File: src/rtl/scoreboard_pkg.sv
// Shared types and constants for the scoreboard: FSM state encoding, BCD and
// display digit widths, scan slot count and a packed-BCD increment helper.
package scoreboard_pkg;

   typedef enum logic [1:0] {
      StIdle = 2'd0,
      StRun  = 2'd1,
      StOver = 2'd2
   } state_e;

   localparam int unsigned BcdW     = 4;
   localparam int unsigned DigitW   = 5;
   localparam int unsigned NumSlots = 8;

   // Ripple +1 across four packed BCD digits; 9999 wraps to 0000.
   function automatic logic [15:0] bcd_inc(input logic [15:0] v);
      logic [15:0] r;
      logic        c;
      r = v;
      c = 1'b1;
      for (int i = 0; i < 4; i++) begin
         if (c) begin
            if (v[4*i +: 4] == 4'd9) begin
               r[4*i +: 4] = 4'd0;
            end else begin
               r[4*i +: 4] = v[4*i +: 4] + 4'd1;
               c = 1'b0;
            end
         end
      end
      return r;
   endfunction

endpackage

File: src/rtl/bcd_digit_counter.sv
// One decade of the score counter: counts 0..9 on inc, wraps to 0 and flags a
// carry into the next digit in the same cycle.
module bcd_digit_counter
   import scoreboard_pkg::*;
(
   input  logic            clk,
   input  logic            reset,
   input  logic            clr,
   input  logic            inc,
   output logic [BcdW-1:0] q,
   output logic            carry
);

   assign carry = inc && (q == BcdW'(9));

   always_ff @(posedge clk) begin
      if (reset || clr) begin
         q <= '0;
      end else if (inc) begin
         q <= (q == BcdW'(9)) ? '0 : q + BcdW'(1);
      end
   end

endmodule

File: src/rtl/scoreboard_sequencer.sv
// Scoreboard core: game-phase FSM, 4-digit BCD score with saturation, high-score
// register, and the 8-slot seven-segment scan counter with active-low anodes.
module scoreboard_sequencer
   import scoreboard_pkg::*;
#(
   parameter int unsigned REFRESH_DIV = 100000,
   parameter logic [15:0] SCORE_MAX   = 16'h9999
) (
   input  logic                        clk,
   input  logic                        reset,
   input  logic                        game_start,
   input  logic                        score_inc,
   input  logic                        player_dead,
   output logic [DigitW-1:0]           digit0,
   output logic [DigitW-1:0]           digit1,
   output logic [DigitW-1:0]           digit2,
   output logic [DigitW-1:0]           digit3,
   output logic [15:0]                 hi_score,
   output logic [$clog2(NumSlots)-1:0] refreshcounter,
   output logic [NumSlots-1:0]         anode,
   output logic                        gameover
);

   localparam int unsigned PreW = $clog2(REFRESH_DIV);
   localparam logic [PreW-1:0] PreMax = PreW'(REFRESH_DIV - 1);

   state_e            state;
   logic [PreW-1:0]   prescaler;
   logic [BcdW-1:0]   q [4];
   logic [4:0]        chain;
   logic [15:0]       score;
   logic [15:0]       score_fin;

   assign score = {q[3], q[2], q[1], q[0]};

   // game_start owns the cycle: it clears the score and masks any increment.
   assign chain[0] = score_inc && (state == StRun) && !game_start && (score != SCORE_MAX);

   for (genvar i = 0; i < 4; i++) begin : g_digit
      bcd_digit_counter u_digit (
         .clk   (clk),
         .reset (reset),
         .clr   (game_start),
         .inc   (chain[i]),
         .q     (q[i]),
         .carry (chain[i+1])
      );
   end

   // Score as it will be after this edge, so a same-cycle increment counts.
   assign score_fin = chain[0] ? bcd_inc(score) : score;

   assign digit0 = {{(DigitW - BcdW){1'b0}}, q[0]};
   assign digit1 = {{(DigitW - BcdW){1'b0}}, q[1]};
   assign digit2 = {{(DigitW - BcdW){1'b0}}, q[2]};
   assign digit3 = {{(DigitW - BcdW){1'b0}}, q[3]};

   assign anode = ~(NumSlots'(1) << refreshcounter);

   always_ff @(posedge clk) begin
      if (reset) begin
         prescaler      <= '0;
         refreshcounter <= '0;
      end else if (prescaler == PreMax) begin
         prescaler      <= '0;
         refreshcounter <= refreshcounter + 1'b1;
      end else begin
         prescaler      <= prescaler + 1'b1;
      end
   end

   always_ff @(posedge clk) begin
      if (reset) begin
         state    <= StIdle;
         gameover <= 1'b0;
         hi_score <= '0;
      end else begin
         case (state)
            StRun: begin
               if (game_start) begin
                  gameover <= 1'b0;
               end else if (player_dead) begin
                  state    <= StOver;
                  gameover <= 1'b1;
                  if (score_fin > hi_score) hi_score <= score_fin;
               end
            end
            StOver: begin
               if (game_start) begin
                  state    <= StRun;
                  gameover <= 1'b0;
               end
            end
            default: begin
               gameover <= 1'b0;
               state    <= game_start ? StRun : StIdle;
            end
         endcase
      end
   end

endmodule

File: config.mk
export PLATFORM = sky130hd
export DESIGN_NAME = scoreboard_sequencer
export DESIGN_NICKNAME = d
export VERILOG_FILES = /design/src/rtl/scoreboard_pkg.sv /design/src/rtl/bcd_digit_counter.sv /design/src/rtl/scoreboard_sequencer.sv
export SDC_FILE = /design/constraint.sdc
export NUM_CORES = 1
export LEC_CHECK = 0
export BUFFER_PORTS_ARGS = -buffer_cell sky130_fd_sc_hd__buf_2
export CORE_UTILIZATION = 35
export DETAILED_ROUTE_END_ITERATION = 8
export GPL_ROUTABILITY_DRIVEN = 0
export GPL_TIMING_DRIVEN = 0
export PLACE_DENSITY = 0.63
export SYNTH_ARGS = -nofsm -noshare
export SYNTH_HDL_FRONTEND = slang
export SYNTH_SLANG_ARGS = --single-unit
File: constraint.sdc
create_clock -name clk -period 3.6 [get_ports clk]
set_clock_uncertainty 0.15 [all_clocks]
set_input_delay 0.36 -clock clk [delete_from_list [all_inputs] [get_ports clk]]
set_output_delay 0.36 -clock clk [all_outputs]
set_load 0.005 [all_outputs]
==> qor.csv <==
metric,value,unit
async_flop_share,0,%
fill_cells,847,
multi_input_area,2145,um^2
yosys_warnings,0,
rr_startpoint,g_digit[0].u_digit.q[1],
cts-htree-levels,2,
synth_cell_types,48,
ys_seq_area_share,34.04,%
clk_latency,300,ps
start_util,36.55,%
wl_per_cell,13.83,um
synth_seq_cells,55,
cts_tree,built,
hold_viol,0,
hp-start,player_dead,
first_pass_iters,6,
min_period_over_period,99.41,%
grt.total_usage,15.57,%
port_buffers,48,
required,3650,ps
ff2ff_setup_slack,20,ps
relSlewSlack,61.78,%
stdcell_count,577,
drv_slew,0,
fp.coreArea,8848,um^2
grt.overflow.total,0,
power_density,272.1,nW/um^2
num_vias,2910,
rows,34,
die_h,98.13,um
crit_arrival,3630,ps
cp-start-kind,flip-flop,
hold_path_end,gameover,
place_area,3630,um^2
run_status,"finished, violations left",
setup_viol,0,
final_antenna_net_count,0,
diodes,0,
place_inst,546,
ios,53,
vias_per_cell,5.043,
wl,7.980,mm
fp.dieW,98.13,um
grt_pass1_wl,12.16,mm
critPathMaxFanout,8,
mostFrequentLayoutCell,nor2_1,
drt-initial-drc-count,100,
netlist_instances,387,
min_path_cells,3,
r2r_cells,14,
maxCapViolations,0,
final_area,4250,um^2
cp-end-kind,flip-flop,
drive_gt1_share,29.64,%
worst_slew_pin_slew,573.3,ps
grt_max_degree,17,
rsz0062_at_grt,yes,
area_growth,31.41,%
path_clk_slew,90,ps
ff_latch_area,1129,um^2
syn_area,3234,um^2
grt_pass1_vias,2563,
clock-sinks,55,
finalCriticalPeriod,3579,ps
leakagePower,1.806,nW
cts_buffers,5,
syn_area_per_cell,8.357,um^2
synth_edf_count,0,
reg2reg_to,hi_score[1],
crit_type,reg2reg,
drc,2,
die_area,9630,um^2
hp-class,in2reg,
nNetsFinal,507,
antenna_found_initial,0,
irDropWorstVdd,0.0001527,V
root_buffer,clkbuf_8,
synthFlopType,dfxtp_1,
dp_hpwl,5.570,mm
clock.fmax,279.4,MHz
clock_tree.buffer_depth,2,
final_cell_mix,"nor2_1 (55), buf_2 (48), dfxtp_1 (45)",
violations,DRC,
-- per-layer routing --
metal | up-vias | share of wire, % | global-route usage, %
met5 | - | 0 | 0
met4 | 0 | 0.58 | 3.100
met3 | 5 | 3.7 | 2.863
met2 | 52 | 50 | 26.81
met1 | 1381 | 46 | 20.37
li1 | 1472 | - | -
-- sequential cells by signal (all words and copies together) (netlist names) --
signal	count
prescaler	17
g_digit.u_digit.q	16
hi_score	16
refreshcounter	3
state	2
gameover	1
-- cell families (layout without fill, tap and decap cells) --
| family | Yosys count | count (layout) | synth area share (%) |
|---|---|---|---|
| DFF | 55 | 55 | 34.04 |
| AOI/OAI and AO/OA | 41 | 41 | 8.047 |
| other | 1 | 4 | 0.1159 |
| xor gates and xnor gates | 17 | 17 | 4.603 |
| buffers and inverters | 54 | 133 | 7.234 |
| and+or+nand+nor | 162 | 162 | 25.11 |
| muxes | 23 | 23 | 7.698 |
| adders and majority gates | 34 | 34 | 13.15 |
-- power by group --
part | internal [W] | total, W | switching, W
Clock | 0.000278 | 0.000477 | 0.000199
Combinational | 0.0000256 | 0.0000643 | 0.0000387
Sequential | 0.000610 | 0.000616 | 0.00000572
Total | 0.000913 | 0.00116 | 0.000243
-- synth_stat cells (2+ instances only) --
| library cell | n | area, um^2 |
|---|---|---|
| a31oi_1 | 2 | 12.51 |
| mux2_2 | 7 | 78.83 |
| nand3_1 | 12 | 60.06 |
| clkbuf_1 | 9 | 33.78 |
| dfxtp_1 | 55 | 1101 |
| xnor2_1 | 7 | 61.31 |
| buf_4 | 4 | 30.03 |
| nor2_1 | 56 | 210.2 |
| inv_1 | 39 | 146.4 |
| xor2_1 | 10 | 87.58 |
| or2_2 | 5 | 31.28 |
| and2_1 | 2 | 12.51 |
| mux2i_1 | 14 | 140.1 |
| and3b_1 | 5 | 43.79 |
| nand3b_1 | 5 | 37.54 |
| o21ai_0 | 8 | 40.04 |
| o211ai_1 | 2 | 15.01 |
| o31a_1 | 2 | 17.52 |
| mux2_4 | 2 | 30.03 |
| nand4_1 | 10 | 62.56 |
| nand2b_1 | 2 | 12.51 |
| nor4_1 | 7 | 43.79 |
| a21oi_1 | 17 | 85.08 |
| or4_1 | 2 | 15.01 |
| or3_1 | 2 | 12.51 |
| ha_1 | 34 | 425.4 |
| nor3_1 | 8 | 40.04 |
| nor2b_1 | 9 | 56.30 |
| nand2_1 | 29 | 108.9 |
| and4_1 | 3 | 26.28 |
-- metrics by stage --
stage	setup TNS (ps)	hold slack [ps]	util (%)	setup WS, ps	total power (W)
2_1_floorplan	0	279.8	-	42.37	0.0006697
3_5_place_dp	-5009	307.7	41.02	-440.6	0.0006863
4_1_cts	0	200.4	43.78	2.545	0.001174
5_1_grt	-1836	212.8	48.03	-139.7	0.001204
3_3_place_gp	-4636	294.8	41.02	-424.3	0.0006842
6_report	0	219.8	48.03	21.41	0.001156
-- timing repair --
item                       in CTS  in global routing
resized for setup              19                 55
hold buffers                    0                  0
setup endpoints to repair      16                 16
pin swaps                       3                 17
cloned                          0                  0
buffers inserted                5                 18
-- critical path: stages, from the launching register on --
cell,delay [ps]
dfxtp_4,360
inv_1,50
ha_2,180
nand3b_1,90
buf_4,190
nor3_4,240
a31oi_1,150
or2_4,270
ha_4,270
nand4_1,170
or3_1,420
a21o_1,190
a31oi_4,260
buf_6,160
mux2_4,300
-- worst max-delay path by stage --
stage                     cells past startpoint               startpoint  slack, ps           to
final                                        14  g_digit[0].u_digit.q[1]         20  hi_score[1]
after global routing                         14  g_digit[0].u_digit.q[1]       -140  hi_score[2]
after CTS                                    13  g_digit[0].u_digit.q[1]          3  hi_score[2]
after detailed placement                     13                 state[1]       -440  hi_score[5]
after global placement                       13                 state[1]       -420  hi_score[5]
after floorplan                              14                 state[1]         40  hi_score[5]
-- cell type report --
class / instances / area share [%]
Multi-Input combinational cell: 281 / 50.46
Sequential cell: 55 / 26.55
Timing Repair Buffer: 71 / 10.57
Inverter: 40 / 3.533
Tap cell: 108 / 3.179
Buffer: 14 / 2.591
Clock buffer: 6 / 1.707
Clock inverter: 2 / 1.413
(Power assumes the default switching activity.)
